## src/rtl/sync_monitor.sv

```systemverilog
// Sync input monitor: resynchronise, detect edges, measure edge-to-edge interval, track lock.
// Optional deglitch filter enabled by defining SYNC_MON_GLITCH_EN (adds parameter GLITCH_CYC).
module sync_monitor #(
   parameter int FREQ_CLK   = 50000000,
   parameter int TOL        = 1000,
   parameter int LOCK_COUNT = 3,
   parameter int CNT_W      = 32
`ifdef SYNC_MON_GLITCH_EN
   ,
   parameter int GLITCH_CYC = 16
`endif
) (
   input  logic             clk,
   input  logic             reset,
   input  logic             sync_in,
   output logic             edge_pulse,
   output logic [15:0]      edge_count,
   output logic [CNT_W-1:0] period,
   output logic             period_valid,
   output logic             locked,
   output logic             timeout,
   output logic [7:0]       error_count
);

   localparam logic [CNT_W-1:0] LIMIT = CNT_W'(FREQ_CLK + TOL + 1);
   localparam logic [CNT_W-1:0] LO    = CNT_W'(FREQ_CLK - TOL);
   localparam logic [CNT_W-1:0] HI    = CNT_W'(FREQ_CLK + TOL);
   localparam int GW = (LOCK_COUNT < 2) ? 1 : $clog2(LOCK_COUNT + 1);

   typedef enum logic [1:0] {IDLE, ACQUIRE, LOCKED} state_t;

   state_t           state, state_next;
   logic [GW-1:0]    good, good_next;
   logic             s1, s2, lvl, prev, evt;
   logic [CNT_W-1:0] cnt, cnt_inc;
   logic             in_tol, at_limit, pv, bad, to;

   always_ff @(posedge clk or posedge reset) begin
      if (reset) begin
         s1   <= 1'b0;
         s2   <= 1'b0;
         prev <= 1'b0;
      end else begin
         s1   <= sync_in;
         s2   <= s1;
         prev <= lvl;
      end
   end

`ifdef SYNC_MON_GLITCH_EN
   localparam int GCW = $clog2(GLITCH_CYC + 1);
   logic           filt;
   logic [GCW-1:0] gcnt;

   // Level only follows s2 after it has disagreed for GLITCH_CYC straight cycles.
   always_ff @(posedge clk or posedge reset) begin
      if (reset) begin
         filt <= 1'b0;
         gcnt <= '0;
      end else if (s2 == filt) begin
         gcnt <= '0;
      end else if (gcnt == GCW'(GLITCH_CYC - 1)) begin
         filt <= s2;
         gcnt <= '0;
      end else begin
         gcnt <= gcnt + 1'b1;
      end
   end
   assign lvl = filt;
`else
   assign lvl = s2;
`endif

   assign evt      = lvl ^ prev;
   // cnt is 0 in the edge_pulse cycle, so the interval ending at this edge is cnt+1.
   assign cnt_inc  = cnt + 1'b1;
   assign in_tol   = (cnt_inc >= LO) && (cnt_inc <= HI);
   assign at_limit = (cnt_inc == LIMIT);
   assign locked   = (state == LOCKED);

   always_ff @(posedge clk or posedge reset) begin
      if (reset) begin
         state <= IDLE;
         good  <= '0;
      end else begin
         state <= state_next;
         good  <= good_next;
      end
   end

   always_comb begin
      state_next = state;
      good_next  = good;
      pv         = 1'b0;
      bad        = 1'b0;
      to         = 1'b0;
      case (state)
         IDLE: begin
            if (evt) begin
               state_next = ACQUIRE;
               good_next  = '0;
            end
         end
         ACQUIRE: begin
            if (evt) begin
               pv = 1'b1;
               if (!in_tol) begin
                  bad       = 1'b1;
                  good_next = '0;
               end else if (good == GW'(LOCK_COUNT - 1)) begin
                  state_next = LOCKED;
                  good_next  = '0;
               end else begin
                  good_next = good + 1'b1;
               end
            end else if (at_limit) begin
               to         = 1'b1;
               state_next = IDLE;
               good_next  = '0;
            end
         end
         LOCKED: begin
            if (evt) begin
               pv = 1'b1;
               if (!in_tol) begin
                  bad        = 1'b1;
                  good_next  = '0;
                  state_next = ACQUIRE;
               end
            end else if (at_limit) begin
               to         = 1'b1;
               state_next = IDLE;
               good_next  = '0;
            end
         end
         default: begin
            state_next = IDLE;
            good_next  = '0;
         end
      endcase
   end

   always_ff @(posedge clk or posedge reset) begin
      if (reset) begin
         cnt          <= '0;
         edge_pulse   <= 1'b0;
         edge_count   <= '0;
         period       <= '0;
         period_valid <= 1'b0;
         timeout      <= 1'b0;
         error_count  <= '0;
      end else begin
         edge_pulse   <= evt;
         period_valid <= pv;
         timeout      <= to;
         if (evt)
            edge_count <= edge_count + 16'd1;
         if (pv)
            period <= cnt_inc;
         if ((bad || to) && (error_count != 8'hFF))
            error_count <= error_count + 8'd1;
         if (evt)
            cnt <= '0;
         else if (cnt != LIMIT)
            cnt <= cnt_inc;
      end
   end

endmodule

```

## config.mk

```make
export PLATFORM = sky130hd
export DESIGN_NAME = sync_monitor
export DESIGN_NICKNAME = d
export VERILOG_FILES = /design/src/rtl/sync_monitor.sv
export SDC_FILE = /design/constraint.sdc
export NUM_CORES = 1
export LEC_CHECK = 0
export ABC_AREA = 1
export CAP_MARGIN = 30
export CELL_PAD_IN_SITES_DETAIL_PLACEMENT = 0
export CELL_PAD_IN_SITES_GLOBAL_PLACEMENT = 2
export CORE_MARGIN = 2
export CORE_UTILIZATION = 37
export DETAILED_ROUTE_END_ITERATION = 7
export DONT_BUFFER_PORTS = 1
export GPL_ROUTABILITY_DRIVEN = 0
export GPL_TIMING_DRIVEN = 0
export HOLD_SLACK_MARGIN = 0.12
export PLACE_DENSITY_LB_ADDON = 0.1
export SETUP_SLACK_MARGIN = 0.5
export SKIP_LAST_GASP = 1
export SLEW_MARGIN = 20
export SYNTH_ARGS = -nofsm -noshare
export SYNTH_HDL_FRONTEND = slang
export SYNTH_SLANG_ARGS = --single-unit
```

## constraint.sdc

```tcl
create_clock -name clk -period 3.97 [get_ports clk]
set_input_delay 0.9925 -clock clk [delete_from_list [all_inputs] [get_ports clk]]
set_output_delay 0.9925 -clock clk [all_outputs]
set_load 0.01 [all_outputs]
```

==> impl_metrics.json, run 1 <==
{
  "hold_depth": 0,
  "ys.flop_type": "dfrtp_1",
  "synth_cell_types": 26,
  "io_pins": 63,
  "clkSinkCount": 98,
  "cts_buffers": 9,
  "grt_pass1_wl_um": 23380,
  "max_stage_delay_ns": 0.48,
  "power_density_mw_per_mm2": 463.2,
  "cts-root-buf": "clkbuf_16",
  "area_growth_pct": 11.17,
  "hold_viol": 0,
  "crit_chain": "ha_1 -> nand3_4 -> inv_2 -> nand2_2 -> xor2_1 -> nand2_1 -> nor2_1 -> nand2_1 -> nor2_2 -> nand4_1 -> nor2_2 -> inv_2 -> nand2_4 -> nand2_4 -> nand2_1 -> nand2_1",
  "synth_seq_cells": 98,
  "fin_tns_setup_ns": 0,
  "maxCapViolCount": 0,
  "timing.final.ws_setup_ns": 1.043,
  "track_usage_pct": 20.41,
  "grt_overflow": 0,
  "port-buffer-count": 0,
  "pre_cts_ws_ns": 1.059,
  "ctsHoldBuffers": 0,
  "skew_ns": 0.007709,
  "via_per_inst": 4.878,
  "drtPass1Iterations": 4,
  "synth_commonest_cells": "nand2_1, dfrtp_1, nor2_1, inv_1, nand3_1",
  "r2r_slack_ns": 1.04,
  "antenna_cells": 0,
  "synth_nets": 700,
  "cts_max_level": 3,
  "rsz0062_at_grt": "false",
  "ctsResizeCount": 0,
  "grt_max_degree": 32,
  "r2r_end": "error_count[7]",
  "tightest_slew_ns": 0.6112,
  "fin_crit_ns": 2.927,
  "crit_path_end_kind": "flip-flop",
  "endpoint": "error_count[7]",
  "wire_per_inst_um": 15.80,
  "cts_setup_buffers": 0,
  "setup_viol": 0,
  "hpwl_um": 10830,
  "synth.avg_cell_area_um2": 7.671,
  "maxSlewViolCount": 0,
  "reg2reg_depth": 16,
  "grt_pass1_vias": 4436,
  "die-area_mm2": 0.01524,
  "netlist_area_mm2": 0.005278,
  "die_x_um": 123.4,
  "startpoint_type": "flip-flop",
  "slew_headroom_pct": 59.25,
  "startpoint": "cnt[0]",
  "fin_crit_sh_pct": 73.73,
  "drc": 0,
  "antenna_found_initial": 0,
  "drive_gt1_share_pct": 8.782,
  "cp_slowest_cell": "dfrtp_1",
  "yosysMostFrequentCell": "nand2_1",
  "netlist_instances": 688,
  "min_path_type": "reg2reg",
  "r2r_start": "cnt[0]",
  "ys_async_sr_fraction_pct": 100.0,
  "worstSetupPathType": "reg2reg",
  "arrival_ns": 3.18,
  "dr.first_iter.drc_count": 215,
  "vias": 4322,
  "path_clk_slew_ns": 0.07,
  "cpMostUsedCell": "nand2_1",
  "synth_edf_count": 0,
  "num_rows": 43,
  "clk_path_buf_depth": 2,
  "cts_tree": "built",
  "fmax_mhz": 341.6,
  "fin_nets": 714,
  "ant_nets": 0,
  "cp_max_fo": 9,
  "ir_drop_v": 0.0002698,
  "leakage_nw": 2.650,
  "start_util_pct": 38.02,
  "yosys.area.top_type": "dfrtp_1",
  "cp.required_ns": 4.22,
  "yosys.area.top_type_share_pct": 46.47,
  "die_y_um": 123.4,
  "core-area_mm2": 0.01388,
  "drt-total-wl_um": 14000,
  "synthTopCellsByArea": "dfrtp_1, nand2_1, nor2_1, inv_1, nand3_1",
  "yosys_warnings": 0,
  "clkLatencyLatePin_ns": 0.36,
  "hold_slack_ns": 0.3530,
  "ys_seq_area_share_pct": 46.47,
  "outcome": "finished, final reports clean"
}
==> power breakdown <==
part	total, mW	internal, mW	switching, mW
registers	1.25	1.10	0.155
clock network	0.915	0.507	0.408
logic	0.551	0.167	0.384
total	2.72	1.77	0.947
==> logic make-up (layout without fill, tap and decap cells) <==
kind of cell	Yosys count	in the layout	synth area share (%)
and+or+nand+nor	417	417	35.63
xor gates and xnor gates	31	31	5.145
AOI/OAI and AO/OA	47	47	4.505
DFF	98	98	46.47
adders and majority gates	9	9	2.134
buffers and inverters	86	104	6.117
==> area by class of cell <==
class                   instances  area (um2)
repair buffers                  3       60.06
fillers                      1447        8014
plain buffers                  11       41.29
clock buffers                  10       239.0
flip-flops and latches         98        2452
clock inverters                 5       61.31
well taps                     180       225.2
inverters                      75       285.3
multi-input cells             504        2502
==> routing by layer <==
metal  wire (um)  vias up  share of wire [%]  GRT usage, %
met5           0        -                  0             0
met2        6617       69                 47         32.73
met1        6533     2058                 47         26.89
met4         242        0                1.7         6.889
met3         609       16                4.3         5.074
li1            -     2179                  -             -
==> flip-flops by register name, indices dropped and copies added (netlist names) <==
register and cells:
timeout 1, lvl 1, edge_count 16, state 2, edge_pulse 1, s1 1, period_valid 1, period 32
error_count 8, cnt 32, prev 1, good 2
==> how the worst min path moves through the flow <==
stage / endpoint / from
after floorplan: lvl / s1
after global placement: lvl / s1
after detailed placement: lvl / s1
after CTS: lvl / s1
after global routing: lvl / s1
final: lvl / s1
==> worst max-delay path: cells and delay by family, from the launching register on <==
kind	cells	cell delay, ns
xor gates and xnor gates	1	0.36
adders and majority gates	1	0.28
buffers and inverters	2	0.19
DFF	1	0.48
and+or+nand+nor	12	1.50
==> placed cells by master (no fill, tap or decap), types with 13 or more instances in the layout <==
cell type and count:
inv_1 69, o21ai_0 41, nand2_2 15, dfrtp_1 98, nand3b_1 13, nand3_1 43
xor2_1 20, nand2_1 208, nor2_1 93
==> through the flow <==
step | cells | total power, mW | area (um2) | utilization, %
CTS | 886 | 2.761 | 5867 | 42.27
detailed placement | 871 | 1.841 | 5567 | 40.10
finish | 886 | 2.718 | 5867 | 42.27
global route | 886 | 2.905 | 5867 | 42.27
global placement | 868 | 1.817 | 5507 | 39.67
floorplan | 688 | 1.643 | 5281 | -
(Power assumes the default switching activity.)
==> run 2: changes to the inputs <==
==> constraint.sdc (replaced) <==
create_clock -name clk -period 2.7 [get_ports clk]
set_input_delay 0.675 -clock clk [delete_from_list [all_inputs] [get_ports clk]]
set_output_delay 0.675 -clock clk [all_outputs]
set_load 0.01 [all_outputs]
==> impl_metrics.json, run 2 (same netlist as run 1, synthesis figures left out) <==
{
  "finalInstanceArea_mm2": 0.006784,
  "timing.final.ws_setup_ns": 0.1704,
  "outcome": "finished, final reports clean",
  "fin_crit_sh_pct": 93.69,
  "grt_max_degree": 34,
  "grt_overflow": 0,
  "ir_drop_v": 0.0004064,
  "cts_max_level": 3,
  "skew_ns": 0.007355,
  "clk_path_buf_depth": 2,
  "fin_nets": 763,
  "cts_buffers": 9,
  "leakage_nw": 3.038,
  "grt_pass1_vias": 4320,
  "final_util_pct": 48.87,
  "hold_slack_ns": 0.1386,
  "fin_crit_ns": 2.530,
  "r2r_end": "good[1]",
  "fmax_mhz": 395.3,
  "port-buffer-count": 0,
  "p_total_mw": 4.237,
  "endpoint": "good[1]",
  "drtPass1Iterations": 4,
  "cts_tree": "built",
  "ctsHoldBuffers": 0,
  "dr.first_iter.drc_count": 190,
  "drive_gt1_share_pct": 26.59,
  "startpoint": "cnt[6]",
  "start_util_pct": 38.02,
  "placed_area_mm2": 0.005585,
  "die-area_mm2": 0.01524,
  "hold_viol": 0,
  "grt_pass1_wl_um": 22960,
  "via_per_inst": 4.918,
  "antenna_cells": 0,
  "track_usage_pct": 19.95,
  "reg2reg_depth": 21,
  "hpwl_um": 10520,
  "cp_max_fo": 4,
  "fin_tns_setup_ns": 0,
  "io_pins": 63,
  "cp.required_ns": 2.95,
  "r2r_slack_ns": 0.17,
  "fin_cells": 936,
  "startpoint_type": "flip-flop",
  "rsz0062_at_grt": "true",
  "maxSlewViolCount": 0,
  "clkLatencyLatePin_ns": 0.36,
  "fill_cells": 1368,
  "top_regs": "cnt x32, period x32, edge_count x16",
  "final_common_cell": "nand2_1",
  "wire_per_inst_um": 15.54,
  "r2r_start": "cnt[6]",
  "arrival_ns": 2.78,
  "slew_headroom_pct": 63.34,
  "core-area_mm2": 0.01388,
  "antenna_found_initial": 0,
  "crit_path_end_kind": "flip-flop",
  "min_path_type": "in2async",
  "setup_viol": 0,
  "drt-total-wl_um": 14550,
  "dp_cells": 871,
  "power_density_mw_per_mm2": 624.5,
  "cts-root-buf": "clkbuf_16",
  "drc": 0,
  "tightest_slew_ns": 0.5500,
  "num_rows": 43,
  "final_cell_mix": "nand2_1, dfrtp_1, nor2_1, inv_1, buf_4",
  "ant_nets": 0,
  "die_x_um": 123.4,
  "area_growth_pct": 28.54,
  "die_y_um": 123.4,
  "vias": 4603,
  "worstSetupPathType": "reg2reg",
  "clkSinkCount": 98,
  "maxCapViolCount": 0,
  "pre_cts_ws_ns": -0.2575,
  "path_clk_slew_ns": 0.07
}
run 2: cell types whose count changed in the layout (fill, tap and decap cells not counted), moves of 11 or more:
cell	before	now
nand2_2	15	38
nor2_4	8	25
nand3_1	43	32
nor2_1	93	68
buf_4	0	40
nand2_1	208	176
run 2: critical path, cell delays in order, from the launching register on:
cell,delay [ns]
dfrtp_2,0.41
buf_4,0.13
nand2_4,0.06
nor2_4,0.16
buf_6,0.13
nand2_8,0.06
nor2_4,0.14
nand2_1,0.07
nand2_1,0.08
nand2_2,0.08
nor2_4,0.15
nand2_4,0.09
nor2_4,0.13
nand3_2,0.09
nand3_2,0.10
nand2_4,0.07
buf_6,0.12
nand3_4,0.05
nand2_4,0.08
buf_4,0.14
nand2_1,0.04
nand2_1,0.05
run 2: how the worst min path moves through the flow:
stage / slack (ns) / from / cells past startpoint / end
after floorplan: 0.33 / s1 / 0 / lvl
after global placement: 0.34 / s1 / 0 / lvl
after detailed placement: 0.34 / s1 / 0 / lvl
after CTS: 0.14 / reset / 1 / cnt[10]
after global routing: 0.14 / reset / 1 / cnt[10]
final: 0.14 / reset / 1 / cnt[10]
run 2: repair_timing:
action                                  4_1_cts  5_1_grt
endpoints found under the setup margin       16       33
gates resized for setup                      53       87
setup buffers                                19       29
pin swaps                                    14       47
cloned                                        1        0
run 2: layout make-up:
type	count	area, um2	area share [%]
Multi-Input combinational cell	505	2972	43.80
Sequential cell	98	2464	36.31
Timing Repair Buffer	51	459.2	6.769
Inverter	75	295.3	4.353
Clock buffer	10	229.0	3.375
Tap cell	180	225.2	3.320
Clock inverter	6	96.34	1.420
Buffer	11	43.79	0.6455
run 2: power breakdown:
| group | internal, mW | total, mW | switching [mW] |
|---|---|---|---|
| logic | 0.323 | 0.959 | 0.635 |
| registers | 1.62 | 1.85 | 0.232 |
| clock network | 0.826 | 1.43 | 0.600 |
| total | 2.77 | 4.24 | 1.47 |
run 2: per-layer routing:
metal,track usage [%],part of all wire [%],vias up
met3,4.336,5.0,14
met4,7.031,1.8,0
li1,-,-,2290
met1,27.15,46,2208
met5,0,0,-
met2,31.28,47,91
==> run 3: changes to the inputs <==
--- a/config.mk
+++ b/config.mk
@@ -7,10 +7,10 @@
 export LEC_CHECK = 0
 export ABC_AREA = 1
 export CAP_MARGIN = 30
-export CELL_PAD_IN_SITES_DETAIL_PLACEMENT = 0
-export CELL_PAD_IN_SITES_GLOBAL_PLACEMENT = 2
+export CELL_PAD_IN_SITES_DETAIL_PLACEMENT = 1
+export CELL_PAD_IN_SITES_GLOBAL_PLACEMENT = 1
 export CORE_MARGIN = 2
-export CORE_UTILIZATION = 37
+export CORE_UTILIZATION = 47
 export DETAILED_ROUTE_END_ITERATION = 7
 export DONT_BUFFER_PORTS = 1
 export GPL_ROUTABILITY_DRIVEN = 0
==> impl_metrics.json, run 3 (same netlist as run 1, synthesis figures left out) <==
{
  "grt_overflow": 0,
  "setup_viol": 0,
  "via_per_inst": 5.515,
  "skew_ns": 0.02399,
  "maxCapViolCount": 0,
  "cts_buffers": 9,
  "grt_max_degree": 36,
  "cp.required_ns": 3.00,
  "slew_headroom_pct": 48.03,
  "critPathBufInv": 1,
  "ctsHoldBuffers": 0,
  "startpoint": "cnt[5]",
  "die-area_mm2": 0.01209,
  "grt_pass1_wl_um": 24960,
  "leakage_nw": 2.908,
  "fin_nets": 755,
  "fin_cells": 888,
  "cp_max_fo": 8,
  "use_met3_pct": 5.987,
  "rsz0062_at_grt": "true",
  "crit_family": "simple AND/OR/NAND/NOR gates",
  "dr.first_iter.drc_count": 235,
  "hpwl_um": 10950,
  "num_rows": 38,
  "max_stage_delay_ns": 0.48,
  "crit_chain": "nand2_4 -> nor2_4 -> nand2_4 -> nor2_4 -> nand2_1 -> nand2_1 -> nand2_2 -> nor2_4 -> nand2_4 -> nor2_4 -> nand4_1 -> nor2_2 -> inv_2 -> nand2_8 -> nand2_8 -> nand2_1 -> nand2_1",
  "crit_path_end_kind": "flip-flop",
  "clkLatencyLatePin_ns": 0.41,
  "die_x_um": 110.0,
  "cts_max_level": 3,
  "fin_crit_ns": 2.692,
  "fmax_mhz": 371.4,
  "grt_busiest_layer": "met2",
  "cts-root-buf": "clkbuf_8",
  "min_path_type": "in2async",
  "grt_pass1_vias": 5050,
  "hold_slack_ns": 0.2589,
  "clkSinkCount": 98,
  "outcome": "finished, final reports clean",
  "drive_gt1_share_pct": 23.53,
  "r2r_slack_ns": 0.008,
  "fin_crit_sh_pct": 99.72,
  "dp_cells": 830,
  "drtPass1Iterations": 4,
  "clk_path_buf_depth": 2,
  "arrival_ns": 3.00,
  "drt-total-wl_um": 17610,
  "track_usage_pct": 27.11,
  "maxSlewViolCount": 0,
  "top_regs": "cnt x32, period x32, edge_count x16",
  "antenna_cells": 0,
  "ant_nets": 0,
  "port-buffer-count": 0,
  "fin_tns_setup_ns": 0,
  "core-area_mm2": 0.01089,
  "tightest_slew_ns": 0.7779,
  "ir_drop_v": 0.0004196,
  "r2r_start": "cnt[5]",
  "vias": 4897,
  "final_cell_mix": "nand2_1, dfrtp_1, nor2_1, inv_1, buf_4",
  "area_growth_pct": 21.46,
  "worstSetupPathType": "reg2reg",
  "startpoint_type": "flip-flop",
  "wire_per_inst_um": 19.83,
  "io_pins": 63,
  "cp_slowest_cell": "dfrtp_2",
  "met1_usage_pct": 32.84,
  "cts_tree": "built",
  "start_util_pct": 48.47,
  "drc": 0,
  "final_common_cell": "nand2_1",
  "grtUsageMet2_pct": 48.03,
  "path_clk_slew_ns": 0.11,
  "power_density_mw_per_mm2": 595.9,
  "die_y_um": 110.0,
  "hold_viol": 0,
  "antenna_found_initial": 0
}
## run 3: cell types whose count changed in the layout (fill, tap and decap cells not counted), moves of 7 or more
cell	delta
clkbuf_8	+9
clkbuf_16	-9
nand2_1	+11
buf_6	-7
nand2_2	-9
## run 3: where the power goes
part | total, mW | switching, mW | internal (mW)
sequential | 1.85 | 0.229 | 1.62
clock | 0.925 | 0.580 | 0.345
combinational | 1.05 | 0.695 | 0.355
## run 3: metrics by stage
stage                     power, mW  util, %  setup WS (ns)  cell area, um2
after floorplan               2.430        -         0.4664            5300
after global placement        2.648    50.29       -0.05487            5475
after detailed placement      2.720    50.65        -0.1268            5515
after CTS                     3.710    55.22         0.1530            6012
after global routing          4.043    58.87        -0.1817            6410
final                         3.820    58.87       0.007626            6410
## run 3: final cells by class
class / count / area (um2)
clock buffer: 10 / 127.6
clock inverter: 6 / 48.80
multi-input combinational: 505 / 2898
fill: 1341 / 4478
buffer: 11 / 46.29
sequential: 98 / 2466
inverter: 75 / 287.8
tap: 140 / 175.2
timing repair buffer: 43 / 360.3
## run 3: per-layer routing
metal | vias up | part of all wire, % | routed length [um]
met5 | - | 0 | 0
met4 | 0 | 3.0 | 535
met3 | 45 | 4.7 | 823
met2 | 112 | 52 | 9181
met1 | 2481 | 40 | 7069
li1 | 2259 | - | -
## run 3: what timing repair did
item,4_1_cts,5_1_grt
setup buffers,20,21
resized for setup,46,65
endpoints found under the setup margin,16,48
pin swaps,23,30
cloned,1,0
## run 3: path summary, 6_finish.rpt
kind / cells past startpoint / end
max: 17 / error_count[7]
max reg2reg: 17 / error_count[7]
min: 1 / period[8]
min reg2reg: 0 / lvl
min in group clk: 0 / s1
max in group asynchronous: 3 / cnt[21]
